==> config.mk <==
export PLATFORM = sky130hd
export DESIGN_NAME = load_store_unit
export DESIGN_NICKNAME = d
export VERILOG_FILES = /design/src/rtl/load_store_unit.sv
export SDC_FILE = /design/constraint.sdc
export NUM_CORES = 1
export LEC_CHECK = 0
export CAP_MARGIN = 10
export CORE_MARGIN = 4
export CORE_UTILIZATION = 49
export CTS_BUF_LIST = sky130_fd_sc_hd__clkbuf_16
export DETAILED_ROUTE_END_ITERATION = 16
export PLACE_DENSITY = 0.87
export SKIP_CTS_REPAIR_TIMING = 1
export SYNTH_ARGS = -nofsm -noshare
export SYNTH_HDL_FRONTEND = slang
export SYNTH_SLANG_ARGS = --single-unit
export TNS_END_PERCENT = 1
==> constraint.sdc <==
create_clock -name CLK -period 4.5 [get_ports CLK]
set_input_delay 0.9 -clock CLK [delete_from_list [all_inputs] [get_ports CLK]]
set_output_delay 0.9 -clock CLK [all_outputs]
set_load 0.05 [all_outputs]
==> src/rtl/load_store_unit.sv <==
// Load/store master for a word-addressed 32-bit data memory with 1-cycle registered reads.
// One request at a time: loads read+extend, sw writes directly, sb/sh read-modify-write.
module load_store_unit #(
  parameter int MEM_DEPTH = 64
) (
  input  logic        CLK,
  input  logic        RESET,
  input  logic        Req,
  input  logic        IsStore,
  input  logic [2:0]  Funct3,
  input  logic [31:0] ByteAddress,
  input  logic [31:0] StoreData,
  output logic        Ready,
  output logic        Done,
  output logic        Fault,
  output logic [31:0] LoadData,
  output logic        MemWriteEnable,
  output logic [31:0] MemAddress,
  output logic [31:0] MemWriteData,
  input  logic [31:0] MemReadData
);

  typedef enum logic [2:0] {
    S_IDLE, S_READ, S_CAPTURE, S_MERGE, S_WRITE, S_DONE
  } state_t;

  typedef struct packed {
    logic        is_store;
    logic [2:0]  funct3;
    logic [1:0]  lane;
    logic [31:0] addr;   // word index
    logic [31:0] wdata;  // store source, replaced by the merged word for sb/sh
  } req_t;

  state_t      state_q, state_d;
  req_t        req_q, req_d;
  logic        done_q, done_d;
  logic        fault_q, fault_d;
  logic [31:0] load_data_q, load_data_d;

  logic        req_fault;
  logic [31:0] word_idx;
  logic [7:0]  byte_sel;
  logic [15:0] half_sel;
  logic [31:0] ext_data;
  logic [31:0] merged;

  assign word_idx = {2'b00, ByteAddress[31:2]};

  always_comb begin
    req_fault = 1'b0;
    case (Funct3)
      3'b000:  req_fault = 1'b0;
      3'b001:  req_fault = ByteAddress[0];
      3'b010:  req_fault = |ByteAddress[1:0];
      3'b100:  req_fault = IsStore;
      3'b101:  req_fault = IsStore | ByteAddress[0];
      default: req_fault = 1'b1;
    endcase
    if (word_idx >= 32'(MEM_DEPTH)) req_fault = 1'b1;
  end

  assign byte_sel = MemReadData[{req_q.lane, 3'b000} +: 8];
  assign half_sel = MemReadData[{req_q.lane[1], 4'b0000} +: 16];

  always_comb begin
    ext_data = MemReadData;
    case (req_q.funct3)
      3'b000:  ext_data = {{24{byte_sel[7]}}, byte_sel};
      3'b001:  ext_data = {{16{half_sel[15]}}, half_sel};
      3'b100:  ext_data = {24'h0, byte_sel};
      3'b101:  ext_data = {16'h0, half_sel};
      default: ext_data = MemReadData;
    endcase
  end

  // Only the addressed lane is replaced; every other bit comes straight from memory.
  always_comb begin
    merged = MemReadData;
    if (req_q.funct3[0]) merged[{req_q.lane[1], 4'b0000} +: 16] = req_q.wdata[15:0];
    else                 merged[{req_q.lane, 3'b000} +: 8]      = req_q.wdata[7:0];
  end

  always_comb begin
    state_d     = state_q;
    req_d       = req_q;
    fault_d     = 1'b0;
    load_data_d = load_data_q;
    case (state_q)
      S_IDLE: begin
        if (Req) begin
          req_d.is_store = IsStore;
          req_d.funct3   = Funct3;
          req_d.lane     = ByteAddress[1:0];
          req_d.addr     = word_idx;
          req_d.wdata    = StoreData;
          if (req_fault) begin
            state_d     = S_DONE;
            fault_d     = 1'b1;
            load_data_d = 32'h0;
          end else if (IsStore && Funct3 == 3'b010) begin
            state_d = S_WRITE;
          end else begin
            state_d = S_READ;
          end
        end
      end
      S_READ:    state_d = req_q.is_store ? S_MERGE : S_CAPTURE;
      S_CAPTURE: begin
        load_data_d = ext_data;
        state_d     = S_DONE;
      end
      S_MERGE: begin
        req_d.wdata = merged;
        state_d     = S_WRITE;
      end
      S_WRITE: begin
        load_data_d = 32'h0;
        state_d     = S_DONE;
      end
      S_DONE:    state_d = S_IDLE;
      default:   state_d = S_IDLE;
    endcase
    done_d = (state_d == S_DONE);
  end

  always_ff @(posedge CLK) begin
    if (RESET) begin
      state_q     <= S_IDLE;
      req_q       <= '0;
      done_q      <= 1'b0;
      fault_q     <= 1'b0;
      load_data_q <= 32'h0;
    end else begin
      state_q     <= state_d;
      req_q       <= req_d;
      done_q      <= done_d;
      fault_q     <= fault_d;
      load_data_q <= load_data_d;
    end
  end

  assign Ready          = (state_q == S_IDLE);
  assign Done           = done_q;
  assign Fault          = fault_q;
  assign LoadData       = load_data_q;
  assign MemAddress     = req_q.addr;
  // Combinational gate so a reset arriving in WRITE suppresses the write immediately.
  assign MemWriteEnable = (state_q == S_WRITE) && !RESET;
  assign MemWriteData   = (state_q == S_WRITE) ? req_q.wdata : 32'h0;

endmodule

==> results_dict.tcl, run 1 <==
set metrics [dict create \
    clock_tree_from_tritoncts "built" \
    worstMarginPinSlew_ns 1.164 \
    post_drt_via_cell_ratio 5.921 \
    largest_clock_skew_in_the_final_design_ns 0.009824 \
    critical_path.startpoint_type "register" \
    drive_gt1_frac 0.04691 \
    gp_congestion 0.9034 \
    main_combinational_cell_family_by_area_after_synthesis "simple AND/OR/NAND/NOR gates" \
    synth_xor_xnor_area_share 0.001507 \
    worst_hold_path_type "register to register" \
    timing_max_transition_violations_final 0 \
    numClockSinks 105 \
    worst-endpoint-required_ns 3.60 \
    static-leakage-power_nw 2.928 \
    top_ff_cell_synth "dfxtp_1" \
    initial_standard_cell_utilization_of_the_core 0.5048 \
    drt-total-wl_mm 19.05 \
    slew-limit-headroom 0.2131 \
    cts.clk_slew.worst_paths_ns 0.07 \
    die_h_um 116.9 \
    htree_num_levels 3 \
    final.period_utilization 0.7865 \
    area_growth_pct 35.36 \
    hpwl_mm 13.86 \
    worst_skew_pair.late_latency_ns 0.36 \
    most_used_cells_in_the_layout_excluding_fill_and_tap_cells "clkdlybuf4s50_1, nand2_1, dfxtp_1" \
    die_w_um 116.9 \
    synth.ff_latch_count 105 \
    synthSimpleGateAreaFrac 0.2520 \
    worst_setup_path_end_kind "primary output" \
    type_of_the_worst_setup_path "register to primary output" \
    dp.cells 1001 \
    synth_compound_gate_area_share 0.2411 \
    layout.cells.most_common "clkdlybuf4s50_1" \
    grt_util_all_layers 0.2679 \
    ys_async_sr_fraction 0 \
    number_of_global_route_vias_before_repair 5532 \
    path_max_fanout 42 \
    grt_setup_unrepaired "false" \
    setup_viol_count_final 0 \
    run_status "completed" \
    maximum_vdd_drop_uv 285.2 \
    synth_mux_area_frac 0.03681 \
    grt_first_pass_wirelength_mm 28.52 \
    hold-path-cell-count 2 \
    clock-root-buffer "clkbuf_16" \
    first_iter_violations 683 \
    io-pin-count 203 \
    period_needed_ns 3.539 \
    final_power_mw 3.716 \
    insertedDiodeCount 0 \
    coreArea_sq_mm 0.01152 \
    setup_total_negative_slack_ns 0 \
    synth-edff-count 0 \
    timing.reg2reg.worst_path_depth 7 \
    max_cap_viol_count 0 \
    detail_route.drc_violations 0 \
    synth_cell_types 58 \
    place.port_buffers 200 \
    crit_arrival_ns 2.64 \
    num-nets-final 977 \
    synth_cells 739 \
    power_per_cell_area_mw_per_mm2 472.2 \
    finalHoldViolCount 0 \
    clk_path_buf_depth 2 \
    synth.cell_area_sq_mm 0.005813 \
    synth-adder-area-share 0.01076 \
    yosys_warnings 0 \
    die-area_sq_mm 0.01367 \
    layout.cells.non_filler 1017 \
    grt_max_degree 74 \
    rows 39 \
    max_freq_mhz 282.5 \
    fin_util 0.6833 \
    routed-via-count 6022 \
    drt_first_pass_iters 5 \
    cts_inserted_buffers 9 \
    avgRoutedWirePerCell_um 18.74 \
    ys_seq_area_frac 0.3616 \
    final_antenna_net_count 0 \
    grt_overflow_total 0 \
    synthesis.area_per_instance_sq_um 7.866 \
    antenna_violations_before_repair 0 \
]
[power breakdown]
part	total (mW)	internal, mW	switching (mW)
Clock	0.832	0.444	0.388
Sequential	1.27	1.10	0.176
Combinational	1.61	0.558	1.05
[flip-flops by register name (all words and copies together), names as in the netlist]
register	flops
MemAddress	30
Fault	1
LoadData	32
state_q	3
Done	1
req_q	38
[worst max-delay path: stages (launching register included)]
cell and delay, ns:
dfxtp_1 1.04, nand2b_1 0.22, nor3_1 0.18, clkdlybuf4s50_1 0.85
[synth_stat cells (15+ instances only)]
| master | number | area [sq um] |
|---|---|---|
| o2bb2ai_1 | 26 | 227.7 |
| a21oi_1 | 68 | 340.3 |
| buf_2 | 18 | 90.09 |
| nor2b_1 | 16 | 100.1 |
| nand2_1 | 107 | 401.6 |
| nor3_1 | 26 | 130.1 |
| buf_4 | 33 | 247.7 |
| clkbuf_1 | 32 | 120.1 |
| mux2i_1 | 18 | 180.2 |
| o21ai_0 | 30 | 150.1 |
| and3_1 | 33 | 206.5 |
| nor4_1 | 15 | 93.84 |
| nor2_1 | 61 | 229.0 |
| dfxtp_1 | 105 | 2102 |
| a221oi_1 | 34 | 297.8 |
[logic make-up after synthesis]
logic type,after synthesis
adders and majority gates,5
xor gates and xnor gates,1
buffers and inverters,105
and+or+nand+nor,300
other,1
DFF,105
muxes,20
AOI/OAI and AO/OA,202
[through the flow]
step	setup WS [ns]	hold slack, ns	area (sq um)
after CTS	0.9624	0.4571	7869
after floorplan	1.181	0.4366	5817
final	0.9607	0.4539	7869
after global routing	0.7400	0.4702	7869
after global placement	1.335	0.4347	7557
after detailed placement	1.344	0.4385	7557
[path summary, 6_finish.rpt]
check	from	to	slack, ns
setup reg to reg	req_q[65]$_SDFFE_PP0P_	req_q[25]$_SDFFE_PP0P_	1.51
hold reg to reg	MemAddress[19]$_SDFFE_PP0P_	MemAddress[19]$_SDFFE_PP0P_	0.45
setup / recovery	state_q[2]$_SDFF_PP0_	MemWriteEnable	0.96
hold / removal	MemAddress[19]$_SDFFE_PP0P_	MemAddress[19]$_SDFFE_PP0P_	0.45
[layer usage]
| metal | up-vias | GRT usage | share of wire | wire length (um) |
|---|---|---|---|---|
| met5 | - | 0 | 0 | 0 |
| met4 | 0 | 0.1384 | 0.045 | 852 |
| met3 | 64 | 0.06015 | 0.11 | 2067 |
| met2 | 317 | 0.4107 | 0.44 | 8351 |
| met1 | 2752 | 0.3536 | 0.41 | 7783 |
| li1 | 2889 | - | - | - |
[cell type report]
class	instances	area [sq um]
Multi-Input combinational cell	530	3162
Clock inverter	7	86.33
Timing Repair Buffer	208	2057
Tap cell	143	178.9
Sequential cell	105	2103
Clock buffer	9	225.2
Inverter	15	56.30
Fill cell	938	3647
No activity file was read; power rests on OpenSTA's default activity.
==> inputs of run 2 (changes only) <==
--- a/config.mk
+++ b/config.mk
@@ -7,10 +7,10 @@
 export LEC_CHECK = 0
 export CAP_MARGIN = 10
 export CORE_MARGIN = 4
-export CORE_UTILIZATION = 49
+export CORE_UTILIZATION = 46
 export CTS_BUF_LIST = sky130_fd_sc_hd__clkbuf_16
 export DETAILED_ROUTE_END_ITERATION = 16
-export PLACE_DENSITY = 0.87
+export PLACE_DENSITY = 0.82
 export SKIP_CTS_REPAIR_TIMING = 1
 export SYNTH_ARGS = -nofsm -noshare
 export SYNTH_HDL_FRONTEND = slang
==> constraint.sdc (replaced) <==
create_clock -name CLK -period 3.7 [get_ports CLK]
set_input_delay 0.74 -clock CLK [delete_from_list [all_inputs] [get_ports CLK]]
set_output_delay 0.74 -clock CLK [all_outputs]
set_load 0.05 [all_outputs]
==> run 2 against run 1 <==
Effect of this change: cell count grew 2.7%; first-iteration DRC count grew 4.7%; register-to-register slack got worse by 0.71 ns; hold slack worse by 0.0013 ns; via count is 1.2% lower; core utilization down 3.4 points; sequential share of layout area shrank 0.19 points; largest power group unchanged.
==> results_dict.tcl, run 2 (synthesis gave the netlist of run 1 again) <==
set metrics [dict create \
    die_w_um 120.4 \
    io-pin-count 203 \
    numClockSinks 105 \
    maximum_vdd_drop_uv 388.5 \
    grt_util_all_layers 0.2555 \
    setup_viol_count_final 0 \
    share_comb_of_total_power 0.429 \
    place_worst_setup_slack_ns 0.7267 \
    crit_arrival_ns 2.49 \
    largest_reg_flops 38 \
    initial_standard_cell_utilization_of_the_core 0.4760 \
    pwr-share-clk 0.229 \
    die-area_sq_mm 0.01450 \
    netSwitchingPower_mw 1.933 \
    type_of_the_worst_setup_path "register to primary output" \
    clk_path_buf_depth 2 \
    cpLargestDelayFamily "buffers and inverters" \
    seqPwrFrac 0.342 \
    place.port_buffers 200 \
    num-nets-final 980 \
    timing_max_transition_violations_final 0 \
    detail_route.drc_violations 0 \
    final.period_utilization 0.8741 \
    setup_total_negative_slack_ns 0 \
    first_iter_violations 715 \
    top_register "req_q" \
    critical_path.n_buffers_inverters 2 \
    final_antenna_net_count 0 \
    grt_max_degree 74 \
    drive_gt1_frac 0.05023 \
    worst-endpoint-required_ns 2.96 \
    htree_num_levels 3 \
    clock_tree_from_tritoncts "built" \
    layout_setup_ws_ns 0.4660 \
    grt_overflow_total 0 \
    area_growth_pct 36.33 \
    layout.cells.most_common "clkdlybuf4s50_1" \
    clock-root-buffer "clkbuf_16" \
    most_used_cells_in_the_layout_excluding_fill_and_tap_cells "clkdlybuf4s50_1, nand2_1, dfxtp_1" \
    run_status "completed" \
    antenna_violations_before_repair 0 \
    switching_share 0.4253 \
    avgRoutedWirePerCell_um 18.35 \
    insertedDiodeCount 0 \
    drt-total-wl_mm 19.16 \
    rows 40 \
    cts.clk_slew.worst_paths_ns 0.07 \
    largest_clock_skew_in_the_final_design_ns 0.007603 \
    power_per_cell_area_mw_per_mm2 573.6 \
    grt_first_pass_wirelength_mm 29.32 \
    die_h_um 120.4 \
    post_drt_via_cell_ratio 5.697 \
    worst_hold_path_type "register to register" \
    cell_internal_pwr_mw 2.612 \
    fillerInstances 1065 \
    drt_first_pass_iters 5 \
    number_of_global_route_vias_before_repair 5380 \
    cts_inserted_buffers 9 \
    finish.instance_area_sq_mm 0.007925 \
    worstMarginPinSlew_ns 0.9283 \
    worst_skew_pair.late_latency_ns 0.36 \
    coreArea_sq_mm 0.01221 \
    critical_path.slowest_cell "dfxtp_1" \
    static-leakage-power_nw 2.951 \
    gp_congestion 0.9140 \
    max_cap_viol_count 0 \
    finalHoldViolCount 0 \
    hpwl_mm 13.96 \
    period_needed_ns 3.234 \
    worst_setup_path_end_kind "primary output" \
    max_freq_mhz 309.2 \
    dpl_cell_area_sq_mm 0.007609 \
    critical_path.startpoint_type "register" \
    grt_setup_unrepaired "false" \
    slew-limit-headroom 0.3794 \
    cp_cell_sequence "buf_4, and3_1, clkdlybuf4s50_1" \
    path_max_fanout 22 \
    worst_path_max_stage_delay_ns 0.82 \
    routed-via-count 5948 \
]
==> run 2: power by group through the flow <==
stage	clock [mW]	combinational [mW]	sequential, mW
finish	1.04	1.95	1.55
global route	1.10	2.09	1.58
CTS	1.05	1.94	1.55
detailed placement	0	1.93	1.57
global placement	0	1.91	1.56
floorplan	0	1.38	1.58
==> run 2: final cells by class <==
cell class	count	area (sq um)	share of cell area
multi-input combinational	530	3162	0.3990
sequential	105	2103	0.2654
timing repair buffer	211	2077	0.2621
clock buffer	9	225.2	0.02842
tap	168	210.2	0.02652
clock inverter	6	91.34	0.01153
inverter	15	56.30	0.007105
==> run 2: worst paths after layout <==
| path | from | to | slack, ns | cells after the start |
|---|---|---|---|---|
| setup reg to reg | req_q[65]$_SDFFE_PP0P_ | req_q[26]$_SDFFE_PP0P_ | 0.80 | 8 |
| setup / recovery | state_q[2]$_SDFF_PP0_ | MemWriteData[27] | 0.47 | 3 |
| hold / removal | MemAddress[4]$_SDFFE_PP0P_ | MemAddress[4]$_SDFFE_PP0P_ | 0.45 | 2 |
| hold reg to reg | MemAddress[4]$_SDFFE_PP0P_ | MemAddress[4]$_SDFFE_PP0P_ | 0.45 | 2 |
==> run 2: layer usage <==
metal,GRT usage,vias up,routed length (um)
met2,0.3957,274,8576
met3,0.06782,42,1852
met1,0.3469,2740,8191
met4,0.08357,0,539
met5,0,-,0
li1,-,2892,-
==> run 2: tightest hold or removal path, delay by kind of cell (launching register included) <==
family,cells,cell delay (ns)
compound gates,1,0.05
flops,1,0.31
simple gates,1,0.05
==> run 2: stage by stage <==
step,power [mW],instances,hold WS (ns),utilization
after CTS,4.538,1044,0.4556,0.6490
after global routing,4.768,1044,0.4709,0.6490
after global placement,3.477,1029,0.4414,0.6231
after floorplan,2.955,740,0.4366,-
final,4.546,1044,0.4526,0.6490
after detailed placement,3.504,1029,0.4459,0.6231
==> inputs of run 3 (changes only) <==
--- a/config.mk
+++ b/config.mk
@@ -7,10 +7,10 @@
 export LEC_CHECK = 0
 export CAP_MARGIN = 10
 export CORE_MARGIN = 4
-export CORE_UTILIZATION = 46
+export CORE_UTILIZATION = 30
 export CTS_BUF_LIST = sky130_fd_sc_hd__clkbuf_16
 export DETAILED_ROUTE_END_ITERATION = 16
-export PLACE_DENSITY = 0.82
+export PLACE_DENSITY = 0.58
 export SKIP_CTS_REPAIR_TIMING = 1
 export SYNTH_ARGS = -nofsm -noshare
 export SYNTH_HDL_FRONTEND = slang
==> run 3 against run 2 <==
Effect of this change: critical path depth is 1 higher; die area up 49%; clock skew is 0.00072 ns higher; register-to-register slack improved by 0.37 ns; core utilization decreased by 23 points; highest routed layer unchanged; count of clock-buffer cells in the layout did not move; critical endpoint is now MemWriteData[7]; combinational power is 3% higher.
==> results_dict.tcl, run 3 (synthesis gave the netlist of run 1 again) <==
set metrics [dict create \
    run_status "completed" \
    place.port_buffers 200 \
    layout.cells.most_common "clkdlybuf4s50_1" \
    critical_path.slowest_cell "clkdlybuf4s50_1" \
    worst-endpoint-required_ns 2.96 \
    most_used_cells_in_the_layout_excluding_fill_and_tap_cells "clkdlybuf4s50_1, nand2_1, dfxtp_1" \
    largest_reg_flops 38 \
    seqPwrFrac 0.342 \
    holdPathEnd "MemAddress[2]$_SDFFE_PP0P_" \
    crit_arrival_ns 2.37 \
    worstMarginPinSlew_ns 0.8503 \
    setup_viol_count_final 0 \
    insertedDiodeCount 0 \
    period_needed_ns 3.108 \
    hpwl_mm 15.69 \
    num-nets-final 982 \
    whs_ns 0.4529 \
    worst_skew_pair.late_latency_ns 0.36 \
    critical_path.n_buffers_inverters 2 \
    clk_path_buf_depth 2 \
    timing_max_transition_violations_final 0 \
    max_cap_viol_count 0 \
    largest_clock_skew_in_the_final_design_ns 0.008323 \
    numClockSinks 105 \
    post_drt_via_cell_ratio 5.097 \
    pwr-share-clk 0.206 \
    place_worst_setup_slack_ns 0.8233 \
    top_register "req_q" \
    avgRoutedWirePerCell_um 18.72 \
    met3_usage 0.03794 \
    die_w_um 147.2 \
    grt_util_all_layers 0.1900 \
    gp_congestion 0.8622 \
    first_iter_violations 589 \
    cell_internal_pwr_mw 2.477 \
    layout_setup_ws_ns 0.5923 \
    clock_tree_from_tritoncts "built" \
    rows 50 \
    cts.clk_slew.worst_paths_ns 0.08 \
    antenna_violations_before_repair 0 \
    clock-root-buffer "clkbuf_16" \
    slew-limit-headroom 0.4331 \
    grt_overflow_total 0 \
    grt_first_pass_wirelength_mm 32.38 \
    worst_setup_path_end_kind "primary output" \
    critical_path.reg2reg.endpoint "req_q[10]$_SDFFE_PP0P_" \
    cts_inserted_buffers 9 \
    grt-busiest-layer "met1" \
    number_of_global_route_vias_before_repair 5379 \
    regToRegStartpoint "req_q[66]$_SDFFE_PP0P_" \
    type_of_the_worst_setup_path "register to primary output" \
    regToRegSetupSlack_ns 1.17 \
    drt-total-wl_mm 21.33 \
    timing.reg2reg.worst_path_depth 5 \
    worst_hold_path_type "register to register" \
    netSwitchingPower_mw 1.979 \
    power_per_cell_area_mw_per_mm2 557.6 \
    setup_total_negative_slack_ns 0 \
    share_comb_of_total_power 0.452 \
    grt_setup_unrepaired "false" \
    global_route.usage.met2 0.2756 \
    max_freq_mhz 321.8 \
    critical_path.startpoint_type "register" \
    hold_start "MemAddress[2]$_SDFFE_PP0P_" \
    switching_share 0.4441 \
    hold-path-cell-count 2 \
    fin_util 0.4230 \
    initial_standard_cell_utilization_of_the_core 0.3077 \
    die-area_sq_mm 0.02167 \
    coreArea_sq_mm 0.01889 \
    finalHoldViolCount 0 \
    io-pin-count 203 \
    grt_use_met1 0.2773 \
    detail_route.drc_violations 0 \
    drive_gt1_frac 0.05916 \
    cpLargestDelayFamily "buffers and inverters" \
    final_antenna_net_count 0 \
    drt_first_pass_iters 6 \
    cp_cell_sequence "nor2_1, buf_4, and3_1, clkdlybuf4s50_1" \
    area_growth_pct 37.49 \
    grt_max_degree 74 \
    routed-via-count 5806 \
    die_h_um 147.2 \
    path_max_fanout 32 \
    final.period_utilization 0.8399 \
    maximum_vdd_drop_uv 290.1 \
    worst_path_max_stage_delay_ns 0.81 \
    static-leakage-power_nw 2.944 \
    htree_num_levels 3 \
]
## run 3: cell count changes in the layout (fill, tap and decap cells not counted), sizes merged
| cell | change |
|---|---|
| buf | +9 |
| clkdlybuf4s50 | -7 |
| bufinv | -2 |
| clkinvlp | +3 |
## run 3: metal layers
metal,up-vias,wire (um),share of wire
met5,-,0,0
met4,0,527,0.025
met3,27,1319,0.062
met2,202,9087,0.43
met1,2678,10390,0.49
li1,2899,-,-
## run 3: area by class of cell
type / count / area, sq um
clock buffer: 9 / 225.2
clock inverter: 7 / 46.29
fill: 1973 / 10900
inverter: 15 / 56.30
multi-input combinational: 530 / 3162
sequential: 105 / 2103
tap: 260 / 325.3
timing repair buffer: 213 / 2074
## run 3: power by group through the flow
stage          registers [mW]  logic [mW]  clock network, mW
4_1_cts                  1.52        2.02              0.944
2_1_floorplan            1.58        1.38                  0
3_3_place_gp             1.54        2.01                  0
5_1_grt                  1.55        2.18              0.982
6_report                 1.52        2.01              0.918
3_5_place_dp             1.55        2.02                  0
## run 3: how the worst max path moves through the flow
| stage | start | endpoint | slack [ns] | cells after the start |
|---|---|---|---|---|
| after floorplan | RESET | MemWriteEnable | 0.70 | 3 |
| after global placement | ByteAddress[8] | LoadData[7]$_SDFFE_PP0P_ | 0.87 | 7 |
| after detailed placement | ByteAddress[31] | LoadData[7]$_SDFFE_PP0P_ | 0.82 | 7 |
| after CTS | state_q[1]$_SDFF_PP0_ | MemWriteData[7] | 0.58 | 4 |
| after global routing | state_q[1]$_SDFF_PP0_ | MemWriteData[7] | 0.44 | 4 |
| final | state_q[1]$_SDFF_PP0_ | MemWriteData[7] | 0.59 | 4 |
## run 3: worst reg2reg max path, cell delays in order, from the launching register on
cell and delay (ns):
dfxtp_1 0.68, clkinv_1 0.60, o21ai_2 0.44, nand2_1 0.09
nor2_1 0.47, o2bb2ai_1 0.17
## run 3: stage by stage
step	cell area [sq um]	power [mW]	std cells
floorplan	5817	2.955	740
global placement	7721	3.551	1123
detailed placement	7721	3.563	1123
CTS	7993	4.488	1139
global route	7993	4.714	1139
finish	7993	4.456	1139
